[src/rtl/pipe_ctrl.sv]
// Pipeline controller for the 6-stage core: stall merging, branch/mret redirects and
// interrupt entry sequencing (flush of all stage registers, trap CSR write, vector to mtvec).
//
// state     | meaning
// ----------+------------------------------------------------------------
// IDLE      | normal operation, interrupts may be taken
// INT_WAIT  | interrupt accepted, waiting for the in-flight bus transfer
// INT_FLUSH | one cycle: flush all stages, write trap CSRs, jump to mtvec
// INT_HOLD  | one cycle settle after entry, new interrupts not taken
module pipe_ctrl #(
    parameter int ADDR_WIDTH = 32,
    parameter int WAIT_LIMIT = 15
) (
    input  logic                  clk_in,
    input  logic                  reset_in,
    input  logic                  stallreq_id_in,
    input  logic                  stallreq_exe_in,
    input  logic                  stallreq_mem_in,
    input  logic                  branch_flag_in,
    input  logic [ADDR_WIDTH-1:0] branch_target_in,
    input  logic                  mret_in,
    input  logic [ADDR_WIDTH-1:0] mepc_in,
    input  logic                  irq_in,
    input  logic                  global_ie_in,
    input  logic [ADDR_WIDTH-1:0] mtvec_in,
    input  logic [ADDR_WIDTH-1:0] mem_inst_address_in,
    output logic [5:0]            stall_out,
    output logic                  interrupt_flush_out,
    output logic                  branch_flush_out,
    output logic                  pc_redirect_out,
    output logic [ADDR_WIDTH-1:0] pc_target_out,
    output logic                  trap_we_out,
    output logic [ADDR_WIDTH-1:0] trap_epc_out,
    output logic                  int_busy_out,
    output logic                  timeout_out
);

    localparam int CNT_W = $clog2(WAIT_LIMIT + 1);
    localparam logic [CNT_W-1:0] CNT_MAX = CNT_W'(WAIT_LIMIT);

    typedef enum logic [1:0] {
        IDLE      = 2'd0,
        INT_WAIT  = 2'd1,
        INT_FLUSH = 2'd2,
        INT_HOLD  = 2'd3
    } state_t;

    state_t                  state_q, state_d;
    logic [CNT_W-1:0]        cnt_q, cnt_d;
    logic [ADDR_WIDTH-1:0]   epc_q, epc_d;
    logic                    timeout_q, timeout_d;
    logic                    take;

    // A bubble in MEM has no valid PC to return to, so entry is deferred until one arrives.
    assign take = irq_in & global_ie_in & (mem_inst_address_in != '0);

    always_ff @(posedge clk_in) begin
        if (reset_in) begin
            state_q   <= IDLE;
            cnt_q     <= '0;
            epc_q     <= '0;
            timeout_q <= 1'b0;
        end else begin
            state_q   <= state_d;
            cnt_q     <= cnt_d;
            epc_q     <= epc_d;
            timeout_q <= timeout_d;
        end
    end

    always_comb begin
        state_d   = state_q;
        cnt_d     = cnt_q;
        epc_d     = epc_q;
        timeout_d = timeout_q;
        case (state_q)
            IDLE: begin
                if (take) begin
                    epc_d   = mem_inst_address_in;
                    cnt_d   = '0;
                    state_d = stallreq_mem_in ? INT_WAIT : INT_FLUSH;
                end
            end
            INT_WAIT: begin
                // A bus transfer is never aborted; the timeout only flags the long wait.
                if (stallreq_mem_in) begin
                    if (cnt_q != CNT_MAX) cnt_d = cnt_q + 1'b1;
                    if (cnt_d == CNT_MAX) timeout_d = 1'b1;
                end else begin
                    state_d = INT_FLUSH;
                end
            end
            INT_FLUSH: state_d = INT_HOLD;
            INT_HOLD:  state_d = IDLE;
            default:   state_d = IDLE;
        endcase
    end

    always_comb begin
        stall_out           = 6'b000000;
        interrupt_flush_out = 1'b0;
        branch_flush_out    = 1'b0;
        pc_redirect_out     = 1'b0;
        pc_target_out       = '0;
        trap_we_out         = 1'b0;
        trap_epc_out        = '0;
        int_busy_out        = 1'b0;
        timeout_out         = 1'b0;
        // Everything is gated in the reset cycle so a mid-sequence reset emits no trap write.
        if (!reset_in) begin
            int_busy_out = (state_q != IDLE);
            timeout_out  = timeout_q;
            if (state_q == INT_FLUSH) begin
                interrupt_flush_out = 1'b1;
                trap_we_out         = 1'b1;
                trap_epc_out        = epc_q;
                pc_redirect_out     = 1'b1;
                pc_target_out       = mtvec_in;
            end else begin
                if (stallreq_mem_in)      stall_out = 6'b011111;
                else if (stallreq_exe_in) stall_out = 6'b001111;
                else if (stallreq_id_in)  stall_out = 6'b000111;
                if (mret_in) begin
                    pc_redirect_out  = 1'b1;
                    pc_target_out    = mepc_in;
                    branch_flush_out = 1'b1;
                end else if (branch_flag_in) begin
                    pc_redirect_out  = 1'b1;
                    pc_target_out    = branch_target_in;
                    branch_flush_out = 1'b1;
                end
            end
        end
    end

endmodule
[config.mk]
export PLATFORM = sky130hd
export DESIGN_NAME = pipe_ctrl
export DESIGN_NICKNAME = d
export VERILOG_FILES = /design/src/rtl/pipe_ctrl.sv
export SDC_FILE = /design/constraint.sdc
export NUM_CORES = 1
export LEC_CHECK = 0
export CELL_PAD_IN_SITES_DETAIL_PLACEMENT = 2
export CELL_PAD_IN_SITES_GLOBAL_PLACEMENT = 2
export CORE_MARGIN = 1
export CORE_UTILIZATION = 16
export CTS_CLUSTER_DIAMETER = 60
export DETAILED_ROUTE_END_ITERATION = 6
export PLACE_DENSITY_LB_ADDON = 0.1
export SYNTH_ARGS = -nofsm -noshare
export SYNTH_HDL_FRONTEND = slang
export SYNTH_SLANG_ARGS = --single-unit
[constraint.sdc]
create_clock -name clk_in -period 2.5 [get_ports clk_in]
set_clock_uncertainty 0.05 [all_clocks]
set_input_delay 0.5 -clock clk_in [delete_from_list [all_inputs] [get_ports clk_in]]
set_output_delay 0.5 -clock clk_in [all_outputs]
set_load 0.1 [all_outputs]
### Yosys cells after proc, flatten, opt, wreduce, memory -nomap -nowiden

Index checks and enable logic that the tools add are counted.

| storage, ports and cells | value |
|---|---|
| bits in registers | 39 |
| input bits | 137 |
| output and inout bits | 76 |
| word-level logic and storage cells | 54 |

| cells by class | value |
|---|---|
| add/subtract/negate cells | 1 |
| equality and inequality tests | 8 |
| multiplexer cells | 31 |
| bitwise gates (word level) | 2 |
| reduce and logical (&&, ||, !) cells | 8 |

Operators by type and width:

| operator | count |
|---|---|
| $mux W32 | 6 |
| $reduce_bool A32 Y1 | 1 |
| $mux W4 | 6 |
| $mux W5 | 3 |
| $mux W1 | 10 |
| $pmux W2 S4 | 1 |
| $pmux W4 S2 | 1 |
| $mux W2 | 3 |
| $ne A2 B2 Y1 const B | 3 |
| $reduce_and A3 Y1 | 2 |
| $add A4 B1 Y4 const B | 1 |
| $eq A2 B2 Y1 const B | 2 |
| $eq A4 B4 Y1 const B | 1 |
| $ne A4 B4 Y1 const B | 1 |
| $reduce_and A2 Y1 | 2 |
| $reduce_bool A2 Y1 | 2 |
| $mux W3 | 1 |
| $and A1 B1 Y1 | 2 |
| $eq A2 B1 Y1 const B | 1 |
| $logic_not A2 Y1 | 1 |

### Longest topological paths before layout

| depth | value |
|---|---|
| word-level depth | 6 |
| gate-level depth with buffers | 7 |
| gate-level depth less buffers | 7 |

### Worst setup path after synthesis

No wires, ideal clock.

| path | value |
|---|---|
| path type | reg-to-output |
| from | reg state_q[0] |
| to | out stall_out[1] |
| arrival time | 3,687 ps |
| required time | 1,950 ps |
| path slack | -1,737 ps |
| stages on the path, launching flop included | 7 |
| buffers on the path | 3 |
| path through | dfxtp_1 -> inv_1 -> ha_1 -> clkbuf_1 -> clkbuf_1 -> nor3_1 -> buf_4 |

| on the way | value |
|---|---|
| longest elaborated chain between the ends | 3 |

RTL lines:

| element | RTL line | source |
|---|---|---|
| from (decl) | 48 | `state_t state_q, state_d;` |
| from (signal assigned) | 64 | `state_q <= state_d;` |
| $eq A2 B2 Y1 | 113 | `if (state_q == INT_FLUSH) begin` |
| $mux W5 | 113 |  |
| $mux W5 | 110 | `if (!reset_in) begin` |
| to (decl) | 27 | `output logic [5:0] stall_out,` |

No other way between the ends.

### Final worst setup path

| path | value |
|---|---|
| from | in mret_in |
| to | out pc_target_out[14] |

| on the way | value |
|---|---|
| longest elaborated chain between the ends | 3 |

RTL lines:

| element | RTL line | source |
|---|---|---|
| from (decl) | 21 | `input logic mret_in,` |
| $mux W32 | 123 | `if (mret_in) begin` |
| $mux W32 | 113 |  |
| $mux W32 | 110 |  |
| to (decl) | 31 | `output logic [ADDR_WIDTH-1:0] pc_target_out,` |

No other way between the ends.

==> flow_summary.html <==
<table>
<tr><th>Metric</th><th>Value</th></tr>
<tr><th colspan="2">Outcome</th></tr>
<tr><td>Status</td><td>finished clean</td></tr>
<tr><th colspan="2">Detailed routing</th></tr>
<tr><td>Drt total wl</td><td>14900 um</td></tr>
<tr><td>Number of DRC markers in iteration 0</td><td>65</td></tr>
<tr><td>Via count</td><td>3633</td></tr>
<tr><td>Wire per inst</td><td>18.2 um</td></tr>
<tr><td>First-pass detailed-route iteration total</td><td>4</td></tr>
<tr><td>Vias per cell</td><td>4.44</td></tr>
<tr><td>Antenna Nets Post-Route</td><td>0</td></tr>
<tr><td>Remaining routing DRC violations</td><td>0</td></tr>
<tr><th colspan="2">Floorplan</th></tr>
<tr><td>Num rows</td><td>47</td></tr>
<tr><td># IOs</td><td>213</td></tr>
<tr><td>Core Region</td><td>16700 sq um</td></tr>
<tr><td>Die area</td><td>17800 sq um</td></tr>
<tr><td>Die span in x</td><td>133 um</td></tr>
<tr><td>Die outline height</td><td>133 um</td></tr>
<tr><td>Effective utilization at floorplan</td><td>16.5%</td></tr>
<tr><th colspan="2">Global route</th></tr>
<tr><td>GR Layer Usage met2</td><td>31.0%</td></tr>
<tr><td>Overall fraction of global-route tracks in use</td><td>15.8%</td></tr>
<tr><td>Antenna violations before repair</td><td>0</td></tr>
<tr><td>Routing usage on met3</td><td>3.20%</td></tr>
<tr><td>Gr ovfl total</td><td>0</td></tr>
<tr><td>Number of global-route vias before repair</td><td>3969</td></tr>
<tr><td>Most Crowded Layer GR</td><td>met2</td></tr>
<tr><td>Met1 usage</td><td>16.7%</td></tr>
<tr><td>Maximum number of pins on one net before global-route repair</td><td>71</td></tr>
<tr><td>First-pass GRT wire length</td><td>21700 um</td></tr>
<tr><th colspan="2">Synth</th></tr>
<tr><td>Combinational family with the most area after synthesis</td><td>simple AND/OR/NAND/NOR gates</td></tr>
<tr><td>Arithmetic-cell share of the synthesized area counting full adders, half adders and majority gates</td><td>1.81%</td></tr>
<tr><td>Count of different cell masters after synthesis</td><td>37</td></tr>
<tr><td>Share of cell area taken by muxes after synthesis</td><td>12.4%</td></tr>
<tr><td>Post-synthesis share of cell area spent on and, or, nand and nor gates</td><td>29.8%</td></tr>
<tr><td>Warnings, synthesis</td><td>0</td></tr>
<tr><td>Synth Area in XOR/XNOR</td><td>0%</td></tr>
<tr><td>Post-Syn Area per Cell</td><td>7.36 sq um</td></tr>
<tr><td>Netlist Area Pre-Place</td><td>2760 sq um</td></tr>
<tr><td>Number of instances in the synthesized netlist</td><td>375</td></tr>
<tr><td>Synthesized netlist net count</td><td>516</td></tr>
<tr><td>Fraction of the yosys area taken by sequential cells</td><td>28.3%</td></tr>
<tr><td>Synth Area in Compound Gates</td><td>20.5%</td></tr>
<tr><td>Number of synthesized register bits</td><td>39</td></tr>
<tr><th colspan="2">Critical path</th></tr>
<tr><td>Worst EP arrival</td><td>1.83 ns</td></tr>
<tr><td>Setup slack of the worst register-to-register path</td><td>0.63 ns</td></tr>
<tr><td>Type of destination of the critical path</td><td>output pin</td></tr>
<tr><td>Worst Path Class, Setup</td><td>input port to output pin</td></tr>
<tr><td>Maximum fanout along the worst path</td><td>8</td></tr>
<tr><td>Startpoint of the lowest-slack register-to-register path</td><td>state_q[1]</td></tr>
<tr><td>Worst reg2reg endpoint</td><td>cnt_q[1]</td></tr>
<tr><td>Data required time at the worst endpoint</td><td>1.95 ns</td></tr>
<tr><td>Worst Reg-to-Reg Cells</td><td>6</td></tr>
<tr><td>CP startpoint</td><td>mret_in</td></tr>
<tr><td>Startpoint kind of the worst setup timing path</td><td>input port</td></tr>
<tr><th colspan="2">Run</th></tr>
<tr><td>Reported max-cap violation count</td><td>0</td></tr>
<tr><th colspan="2">Final layout</th></tr>
<tr><td>Number of antenna cells inserted</td><td>0</td></tr>
<tr><td>Fraction of final layout cells sized beyond drive strength 1</td><td>31.7%</td></tr>
<tr><td>Number of fill cells in the layout</td><td>1791</td></tr>
<tr><td>Most frequent cells in the layout</td><td>132 x sky130_fd_sc_hd__clkdlybuf4s50_1, 77 x sky130_fd_sc_hd__buf_12, 69 x sky130_fd_sc_hd__nor2_1</td></tr>
<tr><td>Final cell area excluding filler cells</td><td>6630 sq um</td></tr>
<tr><td>Most frequent standard cell in the layout excluding fill and tap cells</td><td>sky130_fd_sc_hd__clkdlybuf4s50_1</td></tr>
<tr><td>Layout overhead on the synthesized area</td><td>140%</td></tr>
<tr><td>Final net count</td><td>739</td></tr>
<tr><th colspan="2">Timing</th></tr>
<tr><td>Setup Viol. Count Final</td><td>0</td></tr>
<tr><td>Time the final worst path needs with I/O delays and setup</td><td>2.38 ns</td></tr>
<tr><td>Worst-margin pin slew</td><td>0.538 ns</td></tr>
<tr><td>Final count of hold timing violations</td><td>0</td></tr>
<tr><td>Max-slew violations</td><td>0</td></tr>
<tr><td>Setup repair after global routing missed its margin</td><td>no</td></tr>
<tr><td>Part of the cycle the worst path needs</td><td>95.2%</td></tr>
<tr><td>Headroom to the max-slew limit</td><td>64.0%</td></tr>
<tr><td>Hold WS</td><td>0.440 ns</td></tr>
<tr><td>Peak clock frequency supported by timing</td><td>0.420 GHz</td></tr>
<tr><td>Post-Route Setup TNS</td><td>0 ns</td></tr>
<tr><th colspan="2">Clock network</th></tr>
<tr><td>Number of hold buffers added after cts</td><td>0</td></tr>
<tr><td>Longest Clk Path Bufs</td><td>2</td></tr>
<tr><td>Root buffer cell</td><td>sky130_fd_sc_hd__clkbuf_16</td></tr>
<tr><td>H-tree depth</td><td>2</td></tr>
<tr><td>Clock Sinks</td><td>39</td></tr>
<tr><td>Total clock buffers created by CTS</td><td>5</td></tr>
<tr><td>Clock input transition at the sequential cells of the worst setup and hold paths</td><td>0.06 ns</td></tr>
<tr><td>Clock tree from TritonCTS</td><td>built</td></tr>
<tr><td>Clock latency of the later-clocked register in the worst-skew pair</td><td>0.29 ns</td></tr>
<tr><td>Setup bufs post-CTS</td><td>0</td></tr>
<tr><th colspan="2">Placed design</th></tr>
<tr><td>Detailed placer's ending HPWL</td><td>11500 um</td></tr>
<tr><td>Port Buf Inserts</td><td>211</td></tr>
<tr><td>Placer's final routability congestion estimate</td><td>0.756</td></tr>
<tr><td>Area of placed instances</td><td>6330 sq um</td></tr>
<tr><th colspan="2">Power</th></tr>
<tr><td>Leakage power summed over all cells</td><td>2.68 nW</td></tr>
<tr><td>PnR Total Power</td><td>4.79 mW</td></tr>
<tr><td>Ratio of total power to cell area</td><td>723 nW/um^2</td></tr>
<tr><td>Max VDD drop</td><td>0.000302 V</td></tr>
<tr><th colspan="2">Hold path</th></tr>
<tr><td>Worst Hold Launch</td><td>epc_q[14]</td></tr>
<tr><td>Number of stages on the worst hold path</td><td>2</td></tr>
<tr><td>Class of the most critical hold timing path</td><td>flop to flop</td></tr>
<tr><td>Worst Hold End</td><td>epc_q[14]</td></tr>
</table>
==> stage by stage <==
step	worst slack, ns	instances	utilization (%)
after global placement	-0.188	808	37.9
after CTS	0.0406	817	39.1
after global routing	0.0205	819	39.7
after detailed placement	-0.247	808	37.9
after floorplan	-0.203	375	-
final	0.121	819	39.7
==> cells in the mapped netlist <==
library cell                number  share of area (%)
sky130_fd_sc_hd__nor2_1        103                 14
sky130_fd_sc_hd__dfxtp_1        39                 28
sky130_fd_sc_hd__a21oi_1        38                6.9
sky130_fd_sc_hd__and2_1         32                7.3
sky130_fd_sc_hd__mux2i_1        32                 12
sky130_fd_sc_hd__a22oi_1        31                8.4
sky130_fd_sc_hd__clkbuf_1       26                3.5
sky130_fd_sc_hd__nor3_1          8                1.5
sky130_fd_sc_hd__nor4_1          8                1.8
sky130_fd_sc_hd__buf_4           4                1.1
sky130_fd_sc_hd__ha_1            4                1.8
sky130_fd_sc_hd__inv_1           4               0.54
sky130_fd_sc_hd__nand2_1         4               0.54
sky130_fd_sc_hd__nor2b_1         4               0.91
sky130_fd_sc_hd__and3_1          3               0.68
sky130_fd_sc_hd__buf_8           3                1.6
sky130_fd_sc_hd__nand2b_1        3               0.68
sky130_fd_sc_hd__nand3b_1        3               0.82
sky130_fd_sc_hd__a311oi_1        2               0.64
sky130_fd_sc_hd__buf_1           2               0.27
sky130_fd_sc_hd__mux2_2          2               0.82
sky130_fd_sc_hd__nand3_1         2               0.36
sky130_fd_sc_hd__nand4_1         2               0.45
sky130_fd_sc_hd__o21ai_0         2               0.36
sky130_fd_sc_hd__o2bb2ai_1       2               0.64
sky130_fd_sc_hd__a2111oi_0       1               0.32
sky130_fd_sc_hd__a21boi_0        1               0.27
sky130_fd_sc_hd__a221oi_1        1               0.32
sky130_fd_sc_hd__a31oi_1         1               0.23
sky130_fd_sc_hd__conb_1          1               0.14
sky130_fd_sc_hd__nor3b_1         1               0.27
sky130_fd_sc_hd__nor4b_2         1               0.54
sky130_fd_sc_hd__o2111a_1        1               0.41
sky130_fd_sc_hd__o2111ai_4       1               0.95
sky130_fd_sc_hd__o211ai_1        1               0.27
sky130_fd_sc_hd__o211ai_2        1               0.45
sky130_fd_sc_hd__o21bai_1        1               0.27
==> critical path, cell delays in order <==
cell and delay (ns):
sky130_fd_sc_hd__dlygate4sd2_1 0.29, sky130_fd_sc_hd__nor2b_4 0.21, sky130_fd_sc_hd__buf_6 0.17, sky130_fd_sc_hd__a22oi_1 0.07, sky130_fd_sc_hd__nor2_1 0.18, sky130_fd_sc_hd__a21oi_2 0.07, sky130_fd_sc_hd__nor2_4 0.14, sky130_fd_sc_hd__buf_12 0.18
==> how the worst max path moves through the flow <==
stage,end,slack (ns)
2_1_floorplan,stall_out[1],-0.20
3_3_place_gp,epc_q[0],-0.19
3_5_place_dp,cnt_q[0],-0.25
4_1_cts,cnt_q[0],0.04
5_1_grt,stall_out[2],0.02
6_report,pc_target_out[14],0.12
==> per-layer routing <==
layer	vias up	share of wire, %	wire length, um
li1	1751	-	-
met1	1755	38	5690
met2	105	55	8250
met3	22	4.2	626
met4	0	2.5	367
met5	-	0	0
==> sequential cells by signal, indices dropped and copies added, names as in the netlist <==
signal / flops
cnt_q: 4
epc_q: 32
timeout_q: 1
state_q: 2
==> layout make-up <==
cell class / count / area (sq um) / share of cell area, %
Multi-Input combinational cell: 297 / 2160 / 32.6
Inverter: 4 / 15.0 / 0.227
Sequential cell: 39 / 781 / 11.8
Timing Repair Buffer: 251 / 3260 / 49.1
Tap cell: 220 / 275 / 4.15
Clock buffer: 6 / 129 / 1.95
Clock inverter: 2 / 12.5 / 0.189
==> power breakdown <==
part	total (mW)	leakage [nW]	internal (mW)	switching, mW
clock network	0.640	0.0669	0.369	0.272
logic	3.40	2.30	1.27	2.13
registers	0.744	0.317	0.700	0.0438
==> logic make-up (layout without fill, tap and decap cells) <==
kind of cell / after synthesis / after routing
compound gates: 84 / 84
mux: 34 / 34
other cells: 1 / 1
flops: 39 / 39
simple gates: 174 / 174
fa+ha+maj: 4 / 4
buf+inv: 39 / 263
==> timing repair <==
action                                  in CTS  in global routing
endpoints found under the setup margin      29                 50
endpoints found under the hold margin        0                  0
gates resized for setup                     16                  9
gates cloned                                 1                  2
pin swaps                                    2                  1
Power figures use the tool's default switching activity.
==> RTL change 1 (same settings) <==
Encoding of `state_t`: now Gray code (2 bits for 4 states).
--- a/src/rtl/pipe_ctrl.sv
+++ b/src/rtl/pipe_ctrl.sv
@@ -39,10 +39,10 @@
     localparam logic [CNT_W-1:0] CNT_MAX = CNT_W'(WAIT_LIMIT);
 
     typedef enum logic [1:0] {
-        IDLE      = 2'd0,
-        INT_WAIT  = 2'd1,
-        INT_FLUSH = 2'd2,
-        INT_HOLD  = 2'd3
+        IDLE      = 2'b00,
+        INT_WAIT  = 2'b01,
+        INT_FLUSH = 2'b11,
+        INT_HOLD  = 2'b10
     } state_t;
 
     state_t                  state_q, state_d;
Formal check against the unedited RTL: no difference found for any inputs over 10 cycles, from zero or initial values and one cycle with reset_in high; not proved beyond that.
==> RTL change 1 against the original RTL <==
  * First-iteration DRC count increased by 83%
  * Wire length grew 0.41%
  * Highest routed layer unchanged
  * Sequential cell count is the same
  * Final area increased by 2.0%
  * Count of clock-buffer cells in the layout unchanged
  * Worst hold slack got worse by 0.018 ns
  * Non-clock buffer count is 19 higher
  * Synthesized area decreased by 5.2%
  * Largest cell class unchanged
  * Worst setup slack worse by 0.020 ns
Power is not compared: it rests on default switching activity, and its combinational part moved more than twofold at a synthesized area within 25%.
==> RTL change 1: results (changes against the original RTL) <==
Worst setup path endpoint: epc_q[2]. The slowest stage of the critical path belongs to the cell sky130_fd_sc_hd__clkdlybuf4s50_1. The met1 routing resource usage after global routing was 18.7% (+2.0 points); the length of routed met2 wiring was 7530 um (-8.6%). The worst hold path terminates at timeout_q.

For the net total in the final layout, the log shows 715 (-3.2%). The routability congestion estimate was 0.739 (-2.2%). After synthesis, the cell types taking the most area are sky130_fd_sc_hd__dfxtp_1 30%, sky130_fd_sc_hd__mux2i_1 13%, sky130_fd_sc_hd__nor2_1 10%, sky130_fd_sc_hd__a221oi_1 10%, sky130_fd_sc_hd__and2_1 7.9%.

The detailed-route wire length on metal 1 was 5760 um (+1.3%). The detail-routed net length per standard cell was 18.9 um (+3.6%). Ranked by instance count, the synthesized netlist is headed by 73 x sky130_fd_sc_hd__nor2_1, 39 x sky130_fd_sc_hd__dfxtp_1, 39 x sky130_fd_sc_hd__nor3_1. The depth of the worst register-to-register path came out at 4 (-2). The number of fillers in the final layout is 1,717 (-4.1%). The met2 track demand over resource came out at 30.9% (-0.16 points).

The total global-route track usage is 17.0% (+1.2 points). The tools report the HPWL after detailed placement as 11,700 um (+1.1%). The logs give 2.52 ns (+0.69 ns) for the critical path data arrival time and 3,548 (-2.3%) for the routed via count. The worst hold path begins at timeout_q. The DRC violation total after the first TritonRoute iteration was 119 (+83%); the share of synthesized area occupied by flip-flops and latches was 29.9% (+1.6 points). The net count after synthesis was 473 (-8.3%).

The number of distinct library cell variants in the gate-level netlist after synthesis is 39 (+5.4%). For the global-route wire length before repair, the log shows 21,700 um (-0.16%). The source of the critical timing path was mem_inst_address_in[0]. The worst hold-check slack is 0.422 ns (-0.0182 ns).

Proportion of layout cells with a drive suffix above 1: 34.8% (+3.1 points). The run finished with clean final reports.
-- RTL change 1: cell types whose count changed in the layout (fill, tap and decap cells not counted), sizes merged, moves of 19 or more --
| cell | change |
|---|---|
| a21oi | -35 |
| a221oi | +30 |
| a22oi | -31 |
| buf | +19 |
| nor2 | -30 |
| nor3 | +32 |
-- RTL change 1: cell type report --
| cell class | count | area [um2] | share of cell area (%) |
|---|---|---|---|
| Clock buffer | 6 | 139 | 2.05 |
| Clock inverter | 2 | 35.0 | 0.518 |
| Inverter | 3 | 11.3 | 0.167 |
| Multi-Input combinational cell | 258 | 2060 | 30.5 |
| Sequential cell | 39 | 781 | 11.5 |
| Tap cell | 216 | 270 | 4.00 |
| Timing Repair Buffer | 270 | 3460 | 51.2 |
-- RTL change 1: cells by family after synthesis --
family | after synthesis | share of synthesized area (%)
fa+ha+maj | 1 | 0.478
simple gates | 174 | 32.3
other cells | 1 | 0.143
compound gates | 48 | 15.1
mux | 33 | 12.6
buf+inv | 38 | 9.14
xor+xnor | 1 | 0.335
flops | 39 | 29.9
-- RTL change 1: metrics by stage --
step / area [um2] / util [%] / setup slack [ns] / std cells / power (W)
5_1_grt: 6760 / 42.4 / -0.0321 / 794 / 0.00266
2_1_floorplan: 3090 / - / -0.260 / 335 / 0.00125
3_5_place_dp: 6430 / 40.3 / -0.242 / 781 / 0.00178
4_1_cts: 6670 / 41.8 / 0.0443 / 791 / 0.00258
3_3_place_gp: 6430 / 40.3 / -0.214 / 781 / 0.00176
6_report: 6760 / 42.4 / 0.100 / 794 / 0.00255
-- RTL change 1: what timing repair did --
action,CTS,global route
gates resized for setup,8,3
gates cloned,1,2
pin swaps,0,3
setup buffers,1,1
endpoints found under the setup margin,32,14
==> RTL change 2 (same flow settings) <==
Made on the original files. Change the parameter `WAIT_LIMIT` from 15 to 17.
--- a/src/rtl/pipe_ctrl.sv
+++ b/src/rtl/pipe_ctrl.sv
@@ -9,7 +9,7 @@
 // INT_HOLD  | one cycle settle after entry, new interrupts not taken
 module pipe_ctrl #(
     parameter int ADDR_WIDTH = 32,
-    parameter int WAIT_LIMIT = 15
+    parameter int WAIT_LIMIT = 17
 ) (
     input  logic                  clk_in,
     input  logic                  reset_in,
Behaviour: same outputs for any inputs over 10 cycles, from zero or initial values and one cycle with reset_in high; that may be too few to reach the edited logic, so the function may still have changed.
==> RTL change 2 against the original RTL <==
  * Critical path depth grew 1
  * Wire length barely moved
  * Sequential power fell by 5.6%
  * Final cell count up 1.1%
  * Power is 29% lower
  * Synthesized area up 4.0%
  * Sequential cell count grew 1
  * Worst setup slack got worse by 0.032 ns
  * Via count is 1.2% higher
  * Maximum frequency decreased by 1.3%
  * Combinational power down 44%
  * Final area is 1.8% higher
  * Largest power group unchanged
==> RTL change 2: results (changes against the original RTL) <==
The flow ran to the end, and the final reports show no timing, DRC or antenna violations. The run gives 79 (+22%) as the DRC violation total after the first TritonRoute iteration. The run gives 6360 um2 (+0.42%) as the total placed instance area. The tools report the net total in the final layout as 743 (+0.54%).

The non-clock buffer share of cell area came out at 48.6% (-0.55 points). The depth of the worst register-to-register path came out at 8 (+2). The detailed-route wire length on metal 1 was 5770 um (+1.3%); the flip-flop and latch count after synthesis was 40 (+2.6%). The reported sequential group power is 0.000702 W (-5.6%), and the proportion of layout cells with a drive suffix above 1 is 30.9% (-0.82 points). The number of instances in the placed design was 813 (+0.62%); the overall power of the completed layout was 0.00339 W (-29%). The via count of the first global-routing pass is 4,124 (+3.9%). The placement-stage worst setup slack is -0.0852 ns (+0.162 ns).

The run gives 1 (+1) as the initial antenna violation count. The tools report the length of routed met2 wiring as 8050 um (-2.4%). The commonest cells after synthesis are 102 x sky130_fd_sc_hd__nor2_1, 40 x sky130_fd_sc_hd__dfxtp_1, 37 x sky130_fd_sc_hd__a21oi_1.

Routed via count: 3,677 (+1.2%). The largest fanout on the critical path was 12 (+4); the routability congestion estimate was 0.722 (-4.4%). The met3 usage is 5.11% (+1.9 points). The number of distinct library cell variants in the gate-level netlist after synthesis was 40 (+8.1%); the multi-input logic cell count was 303 (+2.0%). The total global-route track usage is 15.7% (-0.14 points). The global-route wire length before repair was 22,100 um (+1.7%). The total power divided by cell area is 503 nW/um2 (-30%), and the register share of the cell area is 11.9% (+0.089 points). In the final layout, the registers with the most flip-flops are epc_q x32, cnt_q x5, state_q x2. The share of synthesized area occupied by flip-flops and latches was 27.9% (-0.39 points). The synthesized area divided by synthesized cell count was 7.47 um2 (+1.6%); the amount of wire on met3 after detailed routing was 989 um (+58%).
RTL change 2: cell types whose count changed in the layout (fill, tap and decap cells not counted), moves of 3 or more:
cell / before / now
sky130_fd_sc_hd__nand2_1: 4 / 9
sky130_fd_sc_hd__nand3_1: 2 / 5
sky130_fd_sc_hd__nor3_1: 5 / 2
sky130_fd_sc_hd__and3_1: 3 / 0
sky130_fd_sc_hd__o32ai_1: 0 / 3
sky130_fd_sc_hd__a21oi_2: 8 / 16
sky130_fd_sc_hd__a21oi_1: 30 / 21
sky130_fd_sc_hd__buf_4: 32 / 22
sky130_fd_sc_hd__buf_12: 77 / 81
sky130_fd_sc_hd__nor4_2: 4 / 0
sky130_fd_sc_hd__nor4_1: 4 / 8
sky130_fd_sc_hd__o31ai_1: 0 / 3
RTL change 2: path summary, 6_finish.rpt:
check                   from           endpoint  slack [ns]
setup / recovery     mret_in  pc_target_out[16]        0.09
hold / removal     epc_q[26]          epc_q[26]        0.44
hold reg to reg    epc_q[26]          epc_q[26]        0.44
setup reg to reg  state_q[1]           cnt_q[1]        0.60
RTL change 2: cells by family after synthesis:
group | count (synthesis) | share of synthesized area (%)
AND/OR/NAND/NOR | 177 | 29.1
AO/OA/AOI/OAI | 84 | 18.9
buffers and inverters | 41 | 9.38
flip-flops | 40 | 27.9
multiplexers | 33 | 11.5
adder cells (fa/ha/maj) | 5 | 2.18
XOR/XNOR | 3 | 0.916
other | 1 | 0.131
RTL change 2: worst max-delay path, delay by kind of cell:
kind            cells  cell delay (ns)
compound gates      2             0.13
buf+inv             4             0.75
simple gates        3             0.48
RTL change 2: what timing repair did:
action / 4_1_cts / 5_1_grt
hold buffers: 0 / 0
gates resized for setup: 24 / 2
endpoints found under the setup margin: 32 / 4
gates cloned: 2 / 1
setup buffers: 3 / 0
pin swaps: 4 / 1
